### src/rtl/vga_lectura_pkg.sv
// Shared VGA/RGB332 definitions for the frame-buffer read (lectura) and capture sides.
// Holds default 640x480@60 timing, image size, RAM address width and pixel format.
package vga_lectura_pkg;

    localparam int H_ACTIVE_D = 640;
    localparam int H_FP_D     = 16;
    localparam int H_SYNC_D   = 96;
    localparam int H_BP_D     = 48;
    localparam int V_ACTIVE_D = 480;
    localparam int V_FP_D     = 10;
    localparam int V_SYNC_D   = 2;
    localparam int V_BP_D     = 33;

    localparam int IMG_W_D = 320;
    localparam int IMG_H_D = 240;

    localparam int ADDR_W = 17;

    localparam int R_W   = 3;
    localparam int G_W   = 3;
    localparam int B_W   = 2;
    localparam int PIX_W = R_W + G_W + B_W;

    localparam logic [PIX_W-1:0] BLANK = '0;

    typedef struct packed {
        logic [R_W-1:0] r;
        logic [G_W-1:0] g;
        logic [B_W-1:0] b;
    } rgb332_t;

endpackage

### src/rtl/vga_timing.sv
// VGA raster timing: pixel/line counters, their next values, raw active-low syncs, active flag.
// Ports: clk, rst (sync, high); h_cnt/v_cnt, h_nxt/v_nxt, line_end, hs_raw, vs_raw, active.
module vga_timing
    import vga_lectura_pkg::*;
#(
    parameter int H_ACTIVE = H_ACTIVE_D,
    parameter int H_FP     = H_FP_D,
    parameter int H_SYNC   = H_SYNC_D,
    parameter int H_BP     = H_BP_D,
    parameter int V_ACTIVE = V_ACTIVE_D,
    parameter int V_FP     = V_FP_D,
    parameter int V_SYNC   = V_SYNC_D,
    parameter int V_BP     = V_BP_D,
    parameter int HW       = 10,
    parameter int VW       = 10
)(
    input  logic          clk,
    input  logic          rst,
    output logic [HW-1:0] h_cnt,
    output logic [VW-1:0] v_cnt,
    output logic [HW-1:0] h_nxt,
    output logic [VW-1:0] v_nxt,
    output logic          line_end,
    output logic          hs_raw,
    output logic          vs_raw,
    output logic          active
);

    localparam int H_TOTAL = H_ACTIVE + H_FP + H_SYNC + H_BP;
    localparam int V_TOTAL = V_ACTIVE + V_FP + V_SYNC + V_BP;

    localparam logic [HW-1:0] H_LAST  = HW'(H_TOTAL - 1);
    localparam logic [VW-1:0] V_LAST  = VW'(V_TOTAL - 1);
    localparam logic [HW-1:0] H_VIS   = HW'(H_ACTIVE);
    localparam logic [VW-1:0] V_VIS   = VW'(V_ACTIVE);
    localparam logic [HW-1:0] HS_BEG  = HW'(H_ACTIVE + H_FP);
    localparam logic [HW-1:0] HS_END  = HW'(H_ACTIVE + H_FP + H_SYNC);
    localparam logic [VW-1:0] VS_BEG  = VW'(V_ACTIVE + V_FP);
    localparam logic [VW-1:0] VS_END  = VW'(V_ACTIVE + V_FP + V_SYNC);

    always_comb begin
        line_end = (h_cnt == H_LAST);
        h_nxt    = h_cnt + 1'b1;
        v_nxt    = v_cnt;
        if (line_end) begin
            h_nxt = '0;
            v_nxt = (v_cnt == V_LAST) ? '0 : v_cnt + 1'b1;
        end
    end

    always_ff @(posedge clk) begin
        if (rst) begin
            h_cnt <= '0;
            v_cnt <= '0;
        end else begin
            h_cnt <= h_nxt;
            v_cnt <= v_nxt;
        end
    end

    assign hs_raw = !((h_cnt >= HS_BEG) && (h_cnt < HS_END));
    assign vs_raw = !((v_cnt >= VS_BEG) && (v_cnt < VS_END));
    assign active = (h_cnt < H_VIS) && (v_cnt < V_VIS);

endmodule

### src/rtl/vga_lectura.sv
// Frame-buffer reader: scans a 2x-upscaled RGB332 image out of a dual-port RAM onto VGA.
// Ports: CLK, RST; DP_RAM_addr_out/DP_RAM_data_out (RAM read port); VGA_HS/VS/RGB; FRAME_END.
module vga_lectura
    import vga_lectura_pkg::*;
#(
    parameter int H_ACTIVE = H_ACTIVE_D,
    parameter int H_FP     = H_FP_D,
    parameter int H_SYNC   = H_SYNC_D,
    parameter int H_BP     = H_BP_D,
    parameter int V_ACTIVE = V_ACTIVE_D,
    parameter int V_FP     = V_FP_D,
    parameter int V_SYNC   = V_SYNC_D,
    parameter int V_BP     = V_BP_D,
    parameter int IMG_W    = IMG_W_D,
    parameter int IMG_H    = IMG_H_D
)(
    input  logic              CLK,
    input  logic              RST,
    output logic [ADDR_W-1:0] DP_RAM_addr_out,
    input  logic [PIX_W-1:0]  DP_RAM_data_out,
    output logic              VGA_HS,
    output logic              VGA_VS,
    output logic [PIX_W-1:0]  VGA_RGB,
    output logic              FRAME_END
);

    localparam int HW = $clog2(H_ACTIVE + H_FP + H_SYNC + H_BP);
    localparam int VW = $clog2(V_ACTIVE + V_FP + V_SYNC + V_BP);

    localparam logic [HW-1:0] X_END  = HW'(2 * IMG_W);
    localparam logic [VW-1:0] Y_END  = VW'(2 * IMG_H);
    localparam logic [HW-1:0] X_LAST = HW'(2 * IMG_W - 1);
    localparam logic [VW-1:0] Y_LAST = VW'(2 * IMG_H - 1);

    logic [HW-1:0] h_cnt;
    logic [VW-1:0] v_cnt;
    logic [HW-1:0] h_nxt;
    logic [VW-1:0] v_nxt;
    logic          line_end;
    logic          hs_raw;
    logic          vs_raw;
    logic          active;

    vga_timing #(
        .H_ACTIVE (H_ACTIVE),
        .H_FP     (H_FP),
        .H_SYNC   (H_SYNC),
        .H_BP     (H_BP),
        .V_ACTIVE (V_ACTIVE),
        .V_FP     (V_FP),
        .V_SYNC   (V_SYNC),
        .V_BP     (V_BP),
        .HW       (HW),
        .VW       (VW)
    ) u_timing (
        .clk      (CLK),
        .rst      (RST),
        .h_cnt    (h_cnt),
        .v_cnt    (v_cnt),
        .h_nxt    (h_nxt),
        .v_nxt    (v_nxt),
        .line_end (line_end),
        .hs_raw   (hs_raw),
        .vs_raw   (vs_raw),
        .active   (active)
    );

    logic [ADDR_W-1:0] row_base;
    logic [ADDR_W-1:0] base_nxt;
    logic [ADDR_W-1:0] col;
    logic              img_cur;
    logic              img_nxt;
    logic              pix_ok;
    logic              hs_d;
    logic              vs_d;
    logic              hs_q;
    logic              vs_q;
    rgb332_t           rgb_q;
    logic              fe_q;

    // row_base always holds the RAM row of the line now on the counters.
    // Odd image lines advance it, so every RAM row is drawn twice.
    always_comb begin
        base_nxt = row_base;
        if (line_end) begin
            if (v_nxt == '0)
                base_nxt = '0;
            else if (v_cnt[0] && (v_cnt < Y_LAST))
                base_nxt = row_base + ADDR_W'(IMG_W);
        end
    end

    assign col     = ADDR_W'(h_nxt[HW-1:1]);
    assign img_cur = (h_cnt < X_END) && (v_cnt < Y_END);
    assign img_nxt = (h_nxt < X_END) && (v_nxt < Y_END);

    // The address register is loaded from the next counter position, so it
    // shows the address of the pixel currently on the counters. With the one
    // CLK RAM read and the colour register this gives 2 CLK counter-to-pin.
    always_ff @(posedge CLK) begin
        if (RST) begin
            row_base        <= '0;
            DP_RAM_addr_out <= '0;
            pix_ok          <= 1'b0;
            hs_d            <= 1'b1;
            vs_d            <= 1'b1;
            hs_q            <= 1'b1;
            vs_q            <= 1'b1;
            rgb_q           <= rgb332_t'(BLANK);
            fe_q            <= 1'b0;
        end else begin
            row_base <= base_nxt;
            if (img_nxt)
                DP_RAM_addr_out <= base_nxt + col;
            pix_ok <= active && img_cur;
            hs_d   <= hs_raw;
            vs_d   <= vs_raw;
            hs_q   <= hs_d;
            vs_q   <= vs_d;
            rgb_q  <= pix_ok ? rgb332_t'(DP_RAM_data_out)
                             : rgb332_t'(BLANK);
            fe_q   <= (h_nxt == X_LAST) && (v_nxt == Y_LAST);
        end
    end

    assign VGA_HS    = hs_q;
    assign VGA_VS    = vs_q;
    assign VGA_RGB   = rgb_q;
    assign FRAME_END = fe_q;

endmodule

### config.mk
export PLATFORM = sky130hd
export DESIGN_NAME = vga_lectura
export DESIGN_NICKNAME = d
export VERILOG_FILES = /design/src/rtl/vga_lectura_pkg.sv /design/src/rtl/vga_timing.sv /design/src/rtl/vga_lectura.sv
export SDC_FILE = /design/constraint.sdc
export NUM_CORES = 1
export LEC_CHECK = 0
export CELL_PAD_IN_SITES_DETAIL_PLACEMENT = 1
export CELL_PAD_IN_SITES_GLOBAL_PLACEMENT = 2
export CORE_MARGIN = 5
export CORE_UTILIZATION = 34
export CTS_CLUSTER_SIZE = 20
export DETAILED_ROUTE_END_ITERATION = 8
export GPL_TIMING_DRIVEN = 0
export PLACE_DENSITY_LB_ADDON = 0.1
export SYNTH_ARGS = -nofsm -noshare
export SYNTH_HDL_FRONTEND = slang
export SYNTH_SLANG_ARGS = --single-unit
export TNS_END_PERCENT = 50
### constraint.sdc
create_clock -name CLK -period 6.1 [get_ports CLK]
set_input_delay 0.915 -clock CLK [delete_from_list [all_inputs] [get_ports CLK]]
set_output_delay 0.915 -clock CLK [all_outputs]
set_load 0.01 [all_outputs]
==> flow_summary.toml, run 1 <==
[outcome]
outcome = "finished clean"

[power]
power_density_mw_per_mm2 = 188
p_leak_nw = 1.72
ir_worst_vdd_uv = 84.3

[synthesis]
synth_fp_nets = 462
yosysTopAreaCellShare_pct = 37.1
ys_ff_latch = 68
synthFlopType = "dfxtp_1"
ys_seq_area_share_pct = 37.1
synth_area_leaders = "dfxtp_1 37%, nor2_1 6.4%, xnor2_1 5.5%, ha_1 5.1%, and2_1 4.3%"
synth_async_sr_flop_share_pct = 0
synth_top_area_cell = "dfxtp_1"
syn-cell-area_mm2 = 0.00367
ys_types = 59
syn_area_per_cell_um2 = 8.41
yosysWarnings = 0
synth_edf_count = 0
netlist_instances = 436

[setup_path]
worst-r2r-cell-count = 19
cpMostUsedCell = "buf_2"
critPathMaxStageDelay_ps = 820
slowest_stage = "nor4_1"
worstSetupPathType = "reg2reg"
path_cells = "buf_2, or4b_1, buf_2, nor4_1, a21boi_0, nor2_1, a41oi_1, clkbuf_1, and2_1, ha_1, fa_1, a211o_1, o211ai_1, a21bo_2, a21o_1, nor3_1, o21ai_0, xnor2_1, a22o_1"
critical_path_arrival_ps = 5780
reg2reg_from = "u_timing.h_cnt[4]$_SDFF_PP0_"
cp-end-kind = "flop"
path_max_fanout = 10
cp-start-kind = "flop"
reg2reg_slack_ps = 560
rr_endpoint = "DP_RAM_addr_out[12]$_SDFFE_PP0P_"
worstPathRequired_ps = 6340

[sta]
hold_viol_final = 0
worst_slack_ps = 556
worstMarginPinSlew_ps = 1040
period_needed_ps = 5540
slew_headroom_pct = 30.2
holdWs_ps = 410
setup_viol = 0
maxSlewViolCount = 0
clock_skew_ps = 6.75
fmax_ghz = 0.180
fin_setup_tns_ps = 0
grt_setup_unrepaired = "no"
min_period_over_period_pct = 90.9

[clocking]
htree_levels = 3
cts_resized = 0
root_buffer = "clkbuf_8"
cts_setup_buffers = 0
worstSkewPairLatency_ps = 340
cts_made_buffers = 9
cts_sinks = 68
clk_pin_slew_ps = 70
cts-hold-fix-buffers = 0
tritoncts = "yes"
clock_path_buffers = 2

[hold_path]
whs_endpoint = "VGA_HS$_SDFF_PP1_"
min_path_type = "reg2reg"
whs_path_depth = 1
min_from = "hs_d$_SDFF_PP1_"

[drt]
drt_wl_total_um = 10100
drtIter0Drc = 164
vias_per_cell = 5.13
vias = 3222
ant_nets = 0
wire_per_inst_um = 16.1
drtPass1Iterations = 4
drc_errors = 0

[floorplanning]
start_util_pct = 34.3
die_w_um = 114
die_area_mm2 = 0.0130
die_y_um = 114
rows = 38
io_pins = 38
coreArea_mm2 = 0.0107

[grt]
grt_usage_pct = 16.1
grt_overflow_total = 0
antenna_found_initial = 0
grt_max_degree = 11
first_global_vias = 3244
grt_pass1_wl_um = 16600

[cells_and_area]
layout_commonest_cell = "dfxtp_1"
diodes = 0
n_fill_cell = 1303
num-nets-final = 510
final_cell_mix = "68 x dfxtp_1, 63 x nor2_1, 37 x clkdlybuf4s50_1"
syn2layout_area_growth_pct = 19.5
drive_gt1_share_pct = 6.97
stdcell_count = 628

[placement]
place_inst = 613
io_buffers = 37
place.gp.congestion = 0.796
hpwl_um = 7630
pre_cts_ws_ps = 678

[job]
drv_cap = 0
flip-flops by register name, summed over array words and instances (netlist names):
signal and cells:
DP_RAM_addr_out 17, FRAME_END 1, VGA_HS 1, VGA_RGB 8, VGA_VS 1, hs_d 1, pix_ok 1, row_base 17
u_timing.h_cnt 10, u_timing.v_cnt 10, vs_d 1
layout make-up:
class | count | area (µm²) | area share [%]
plain buffers | 24 | 98.8 | 2.26
well taps | 140 | 175 | 4.00
clock buffers | 13 | 159 | 3.63
multi-input cells | 331 | 2160 | 49.3
flip-flops and latches | 68 | 1360 | 31.1
repair buffers | 37 | 370 | 8.45
clock inverters | 2 | 10.0 | 0.228
inverters | 13 | 48.8 | 1.11
report_power, final:
group / switching (mW) / internal (mW) / leakage [nW]
clock: 0.168 / 0.167 / 0.0893
combinational: 0.0192 / 0.0175 / 1.08
sequential: 0.00348 / 0.449 / 0.550
metrics by stage:
step           area, µm²  utilization (%)  power [mW]
5_1_grt             4380             41.0       0.865
6_report            4380             41.0       0.824
3_3_place_gp        4210             39.4       0.500
4_1_cts             4380             41.0       0.843
3_5_place_dp        4210             39.4       0.500
2_1_floorplan       3670                -       0.479
metal layers:
layer / routed length, µm / vias to the layer above / track usage (%)
met3: 303 / 8 / 2.92
met5: 0 / - / 0
met2: 4480 / 38 / 25.1
met4: 110 / 0 / 5.46
met1: 5190 / 1558 / 22.5
li1: - / 1618 / -
worst max path at each step:
| stage | startpoint | endpoint | slack (ps) | cells after the start |
|---|---|---|---|---|
| global placement | u_timing.h_cnt[4]$_SDFF_PP0_ | DP_RAM_addr_out[12]$_SDFFE_PP0P_ | 720 | 19 |
| finish | u_timing.h_cnt[4]$_SDFF_PP0_ | DP_RAM_addr_out[12]$_SDFFE_PP0P_ | 560 | 19 |
| detailed placement | u_timing.h_cnt[4]$_SDFF_PP0_ | DP_RAM_addr_out[16]$_SDFFE_PP0P_ | 680 | 19 |
| CTS | u_timing.h_cnt[4]$_SDFF_PP0_ | DP_RAM_addr_out[16]$_SDFFE_PP0P_ | 640 | 19 |
| global route | u_timing.h_cnt[4]$_SDFF_PP0_ | DP_RAM_addr_out[12]$_SDFFE_PP0P_ | 170 | 19 |
| floorplan | u_timing.h_cnt[4]$_SDFF_PP0_ | DP_RAM_addr_out[11]$_SDFFE_PP0P_ | 1590 | 18 |
logic make-up (layout without fill, tap and decap cells):
group / Yosys count / after routing / synth area share [%]
and+or+nand+nor: 199 / 199 / 28.6
AOI/OAI and AO/OA: 73 / 73 / 14.2
DFF: 68 / 68 / 37.1
xor gates and xnor gates: 38 / 38 / 9.07
buffers and inverters: 37 / 89 / 4.02
adders and majority gates: 16 / 16 / 5.66
muxes: 5 / 5 / 1.36
cell usage after synthesis (3+ instances only):
cell type	number
dfxtp_1	68
a22oi_1	4
o21ai_0	6
and2_1	25
xor2_1	15
a211o_1	4
or4_1	3
o21a_1	3
nand3_1	15
nand2b_1	3
or3_1	3
a21oi_1	20
or2_2	5
and3_1	12
nor2_1	63
a22o_1	4
clkbuf_1	13
buf_1	4
nand4_1	9
a31oi_1	3
nor4_1	7
inv_1	13
nor3_1	15
xnor2_1	23
nor2b_1	3
a21o_1	4
a211oi_1	3
mux2i_1	5
nand2_1	22
ha_1	15
buf_2	7
worst max-delay path: cells and delay by family, from the launching register on:
kind | cells | cell delay (ps)
DFF | 1 | 300
and+or+nand+nor | 5 | 1750
adders and majority gates | 2 | 650
AOI/OAI and AO/OA | 8 | 1990
xor gates and xnor gates | 1 | 110
buffers and inverters | 3 | 660
No activity file was read; power rests on OpenSTA's default activity.
==> inputs of run 2 (changes only) <==
--- a/config.mk
+++ b/config.mk
@@ -13,6 +13,7 @@
 export DETAILED_ROUTE_END_ITERATION = 8
 export GPL_TIMING_DRIVEN = 0
 export PLACE_DENSITY_LB_ADDON = 0.1
+export SKIP_CTS_REPAIR_TIMING = 1
 export SYNTH_ARGS = -nofsm -noshare
 export SYNTH_HDL_FRONTEND = slang
 export SYNTH_SLANG_ARGS = --single-unit
==> results of run 2 <==
Final layout, timing and power as in run 1 (identical DEF).
